==> src/rtl/psum_reader_pkg.sv <==
// psum_reader_pkg: shared types and helpers for the partial-sum read-side controller.
//   state_t     - controller FSM states
//   psum_addr_f - psum SRAM address of kernel index k, output pixel o
package psum_reader_pkg;

  typedef enum logic [1:0] {
    IDLE = 2'd0,
    READ = 2'd1,
    LAST = 2'd2,
    OUT  = 2'd3
  } state_t;

  // Kernel-index-major layout: every pass k wrote one contiguous run of num_o pixels.
  function automatic int unsigned psum_addr_f(input int unsigned k,
                                              input int unsigned o,
                                              input int unsigned num_o);
    return k * num_o + o;
  endfunction

endpackage

==> src/rtl/psum_acc_lane.sv <==
// psum_acc_lane: one column of the psum reducer.
//   clk, reset : clock, synchronous active-high reset
//   clr        : zero the accumulator (start of a pixel)
//   en         : add psum into the accumulator
//   psum       : signed column psum from the SRAM word
//   relu       : registered ReLU of the accumulator
module psum_acc_lane #(
  parameter int bw = 16
) (
  input  logic          clk,
  input  logic          reset,
  input  logic          clr,
  input  logic          en,
  input  logic [bw-1:0] psum,
  output logic [bw-1:0] relu
);

  logic [bw-1:0] acc;
  logic [bw-1:0] acc_d;

  // Plain bw-bit add is two's-complement wrap-around, so no sign extension is needed.
  always_comb begin
    acc_d = acc;
    if (clr)
      acc_d = '0;
    else if (en)
      acc_d = acc + psum;
  end

  // ReLU is taken from acc_d so the output register is current in the same
  // cycle the final psum lands in the accumulator.
  always_ff @(posedge clk) begin
    if (reset) begin
      acc  <= '0;
      relu <= '0;
    end else begin
      acc  <= acc_d;
      relu <= acc_d[bw-1] ? '0 : acc_d;
    end
  end

endmodule

==> src/rtl/psum_reader.sv <==
// psum_reader: walks psum SRAM one output pixel at a time, sums num_kij psums per
// column, applies ReLU and presents the column vector on a valid/ready port.
//   clk, reset          : clock, synchronous active-high reset
//   start               : request a tile (sampled only while idle)
//   busy, done          : busy outside IDLE; done pulses after the last handshake
//   psum_cen, psum_wen  : SRAM enables, active-low (write never enabled)
//   psum_addr, psum_q   : SRAM read address / data (data one cycle after cen low)
//   out_data, out_valid, out_ready : downstream column-vector handshake
//
// state | meaning
// IDLE  | waiting for start
// READ  | issuing one SRAM read per cycle for k = 0..num_kij-1
// LAST  | no read; final psum of the pixel is being accumulated
// OUT   | holding the ReLU'd vector until out_ready
module psum_reader
  import psum_reader_pkg::*;
#(
  parameter int bw      = 16,
  parameter int col     = 8,
  parameter int num_kij = 9,
  parameter int num_o   = 16,
  parameter int addr_w  = 11
) (
  input  logic                clk,
  input  logic                reset,
  input  logic                start,
  output logic                busy,
  output logic                done,
  output logic                psum_cen,
  output logic                psum_wen,
  output logic [addr_w-1:0]   psum_addr,
  input  logic [bw*col-1:0]   psum_q,
  output logic [bw*col-1:0]   out_data,
  output logic                out_valid,
  input  logic                out_ready
);

  localparam int kw = (num_kij > 1) ? $clog2(num_kij) : 1;
  localparam int ow = (num_o > 1) ? $clog2(num_o) : 1;

  state_t        state, state_d;
  logic [kw-1:0] k, k_d;
  logic [ow-1:0] o, o_d;
  logic          rd_pend;
  logic          clr;
  logic          done_d;

  always_comb begin
    state_d = state;
    k_d     = k;
    o_d     = o;
    clr     = 1'b0;
    done_d  = 1'b0;
    case (state)
      IDLE: begin
        if (start) begin
          k_d     = '0;
          o_d     = '0;
          clr     = 1'b1;
          state_d = READ;
        end
      end
      READ: begin
        if (k == kw'(num_kij - 1))
          state_d = LAST;
        else
          k_d = k + 1'b1;
      end
      LAST: state_d = OUT;
      OUT: begin
        if (out_ready) begin
          if (o == ow'(num_o - 1)) begin
            done_d  = 1'b1;
            state_d = IDLE;
          end else begin
            o_d     = o + 1'b1;
            k_d     = '0;
            clr     = 1'b1;
            state_d = READ;
          end
        end
      end
      default: state_d = IDLE;
    endcase
  end

  always_ff @(posedge clk) begin
    if (reset) begin
      state   <= IDLE;
      k       <= '0;
      o       <= '0;
      rd_pend <= 1'b0;
      done    <= 1'b0;
    end else begin
      state   <= state_d;
      k       <= k_d;
      o       <= o_d;
      rd_pend <= (state == READ);
      done    <= done_d;
    end
  end

  assign busy      = (state != IDLE);
  assign out_valid = (state == OUT);
  assign psum_cen  = (state != READ);
  assign psum_wen  = 1'b1;
  assign psum_addr = (state == READ) ? addr_w'(psum_addr_f(32'(k), 32'(o), 32'(num_o))) : '0;

  // rd_pend is low in IDLE and OUT, so clr and en never coincide.
  for (genvar i = 0; i < col; i++) begin : g_lane
    psum_acc_lane #(.bw(bw)) u_lane (
      .clk   (clk),
      .reset (reset),
      .clr   (clr),
      .en    (rd_pend),
      .psum  (psum_q[bw*i +: bw]),
      .relu  (out_data[bw*i +: bw])
    );
  end

endmodule

==> config.mk <==
export PLATFORM = sky130hd
export DESIGN_NAME = psum_reader
export DESIGN_NICKNAME = d
export VERILOG_FILES = /design/src/rtl/psum_reader_pkg.sv /design/src/rtl/psum_acc_lane.sv /design/src/rtl/psum_reader.sv
export SDC_FILE = /design/constraint.sdc
export NUM_CORES = 1
export LEC_CHECK = 0
export ABC_AREA = 0
export BUFFER_PORTS_ARGS = -buffer_cell sky130_fd_sc_hd__buf_4
export CORE_ASPECT_RATIO = 1.25
export CORE_MARGIN = 3
export CORE_UTILIZATION = 35
export DETAILED_ROUTE_END_ITERATION = 8
export SLEW_MARGIN = 30
export SYNTH_ARGS = -nofsm -noshare
export SYNTH_HDL_FRONTEND = slang
export SYNTH_SLANG_ARGS = --single-unit
==> constraint.sdc <==
create_clock -name clk -period 2.9 [get_ports clk]
set_input_delay 0.58 -clock clk [delete_from_list [all_inputs] [get_ports clk]]
set_output_delay 0.58 -clock clk [all_outputs]
set_load 0.05 [all_outputs]
==> results.md <==
- Unique masters post-synth: 80
- Layout Utilization: approximately 47%
- Capture point of the worst reg-to-reg path: g_lane[6].u_lane.relu[11]$_SDFF_PP0_
- Drt first pass iters: 7
- Min-delay src: out_ready
- # hold bufs at CTS: 0
- Max cap viols: 0
- Max IR drop VDD: roughly 0.51 mV
- Clock sink total: between 200 and 300
- Core ar.: 40500 um^2
- Initial Util: between 30% and 40%
- Reg2reg setup slack: between 100 and 150 ps
- Synth Instances: ~1600
- First-pass GRT wire length: roughly 66000 um
- Synth Cell Area: between 10000 and 15000 um^2
- FF+latch count, synth: 260
- Sequential share of the synthesized area: 35.8%
- Per-instance average area after synthesis: between 8 and 9 um^2
- Final setup vio count: 0
- Htree depth: 1
- Total wire length: approximately 40000 um
- Ys Warns: 0
- DRC Markers: 0
- Fin crit period: 2760 ps
- DIE HEIGHT: about 230 um
- Total global-route track usage: a little under a fifth
- Power per cell area: between 700 and 800 nW/um^2
- WS Path Type: reg2reg
- Worst Tran Pin Value: ~550 ps
- Clk_lat worst skew: ~580 ps
- DR vias: about 13000
- Worst slew margin: 62.7%
- RSZ-0062 raised after global routing: no
- Layout cells sized above 1: a little under a quarter
- Crit-path max FO: 4
- Startpoint types: register
- Pre-CTS setup slack: -348 ps
- Worst EP arrival: approximately 3200 ps
- Num CTS Buffers: 30
- Final ANT Viol Nets: 0
- Fill cells: around 4000
- Routability Congestion: between 0.8 and 0.9
- Placed cell area: between 15000 and 20000 um^2
- Total global routing overflow: 0
- DP HPWL: ~31000 um
- LEAKAGE: ~8.4 nW
- Ys flop type: dfxtp_1
- Final hold vios: 0
- Slew Limit Fails: 0
- Setup TNS: 0 ps
- Area grow syn2layout: 30.0%
- Hold Path Class: in2reg
- Largest net degree at the start of global routing: 74
- Clock slew at reported path FFs: 60 ps
- EDFF count, synth: 0
- Fmax: roughly 0.36 GHz
- R2R Path Start: g_lane[6].u_lane.acc[10]$_SDFF_PP0_
- Post-CTS Resized: 0
- Post-DR wirelength/cell: approximately 16 um
- WHS Endpoint: done$_SDFF_PP0_
- CTS Root Cell: clkbuf_16
- DRT iter0 DRCs: approximately 550
- Ys async rst share: 0%
- Hold path cells: 3
- Vias in the first global route: about 13000
- Layout Nets: roughly 2200
- Max Buffers Root-to-Sink: 3
- CTS tree: yes
- Final worst-path cycle share: 95.1%
- CP Data Required Time: approximately 3300 ps
- Ant diodes: 0
- PortBufs: around 260
- Vias per cell: ~5.2
- Clock Skew: 30.5 ps
- Post-route worst setup slack: between 100 and 150 ps
- Initial antenna violation count: 0
- Rows: just over 80
- Worst setup EP type: register
- Setup Fix Bufs, Post-CTS: 0
- Status: finished clean
- Die Width: between 150 and 200 um
- Post-route cell area: ~19000 um^2
- Non-Filler Instances: around 2600
- Io pins: approximately 280
- Post-Place Cells: about 2500
- Area of the die: 44000 um^2
- Worst R2R Path Depth: 9
==> kinds of logic (layout without fill, tap and decap cells) <==
| kind of cell | Yosys count | in the layout | share of synthesized area, % |
|---|---|---|---|
| AO/OA/AOI/OAI | 394 | 394 | 17.8 |
| multiplexers | 87 | 87 | 6.02 |
| flip-flops | 260 | 260 | 35.8 |
| XOR/XNOR | 86 | 86 | 5.24 |
| other | 2 | 12 | 0.0517 |
| AND/OR/NAND/NOR | 549 | 549 | 19.5 |
| adder cells (fa/ha/maj) | 135 | 135 | 12.0 |
| buffers and inverters | 113 | 482 | 3.52 |
==> cell usage in the layout (no fill, tap or decap), types with 8 or more instances in the layout <==
master      synthesis  final
a211o_1            10     10
a211oi_1           29     29
a21o_1             39     39
a21oi_1           117    116
a31oi_1            13     13
and2_1             34     34
and3_1             18     18
buf_4              14    383
clkbuf_16           0     31
clkinvlp_4          0      8
conb_1              2     12
dfxtp_1           260    259
fa_1                8      8
ha_1              127    127
inv_1              37     37
mux2i_1            84     84
nand2_1            87     86
nand2b_1           28     28
nand3_1            35     35
nand3b_1           20     20
nor2_1            154    154
nor2b_1            18     18
nor3_1             73     73
nor3b_1            21     21
nor4_1             18     18
o211ai_1           16     16
o21a_1             14     13
o21ai_0            67     67
o21bai_1           10     10
o31ai_1            11     11
xnor2_1            55     55
xor2_1             30     30
==> critical path: stages (launching register included) <==
cell,delay [ps]
dfxtp_1,310
ha_1,290
a21o_1,200
a2111o_1,460
a2111oi_4,310
o31ai_1,150
mux2i_1,250
xor2_2,120
buf_4,160
a2111oi_0,380
==> Yosys cell counts, drive strengths merged (31+ instances only) <==
cell	instances	area (um^2)
inv	37	139
nand2	87	327
a21oi	117	586
o21ai	72	360
nor2	154	578
dfxtp	260	5200
a21o	39	293
xor2	31	279
mux2i	84	841
nor3	73	365
buf	47	264
nand3	35	175
xnor2	55	482
and2	35	220
ha	127	1590
==> worst max-delay path by stage <==
stage                                             start                                   end  slack (ps)  depth (start not counted)
CTS                 g_lane[6].u_lane.acc[10]$_SDFF_PP0_  g_lane[6].u_lane.relu[11]$_SDFF_PP0_          50                          9
detailed placement                          psum_q[106]  g_lane[6].u_lane.relu[11]$_SDFF_PP0_        -350                         10
finish              g_lane[6].u_lane.acc[10]$_SDFF_PP0_  g_lane[6].u_lane.relu[11]$_SDFF_PP0_         140                          9
floorplan                                     psum_q[0]  g_lane[0].u_lane.relu[14]$_SDFF_PP0_          70                          9
global route         g_lane[7].u_lane.acc[0]$_SDFF_PP0_  g_lane[7].u_lane.relu[14]$_SDFF_PP0_          20                         11
global placement                            psum_q[106]  g_lane[6].u_lane.relu[11]$_SDFF_PP0_        -190                         10
==> area by class of cell <==
class / count / area [um^2] / area share [%]
multi-input combinational: 1263 / 8870 / 47.0
sequential: 260 / 5210 / 27.6
timing repair buffer: 389 / 3000 / 15.9
clock buffer: 41 / 843 / 4.47
tap: 546 / 683 / 3.62
clock inverter: 15 / 146 / 0.775
inverter: 37 / 139 / 0.735
==> metal layers <==
metal | vias to the layer above | routed length, um | global-route usage (%)
met5 | - | 0 | 0
met4 | 0 | 1380 | 6.92
met3 | 73 | 1730 | 2.33
met2 | 268 | 20900 | 33.8
met1 | 6210 | 17100 | 20.8
li1 | 6607 | - | -
==> state kept, by name, indices dropped and copies added (netlist names) <==
register	cells
g_lane.u_lane.acc	128
done	1
rd_pend	1
state	2
k	4
g_lane.u_lane.relu	120
o	4
==> per-stage QoR <==
step           hold slack, ps  power (mW)
6_report                  310        14.7
5_1_grt                   318        15.7
4_1_cts                   281        14.9
3_5_place_dp              483        11.0
3_3_place_gp              478        10.9
2_1_floorplan             461        8.88
==> power by group <==
group	total, mW	switching [mW]	internal, mW	leakage, nW
Combinational	6.48	3.95	2.53	5.86
Clock	3.79	1.58	2.21	0.461
Sequential	4.44	0.303	4.13	2.11
Total	14.7	5.84	8.87	8.43
Note: power is estimated with default switching activity, not from simulation.
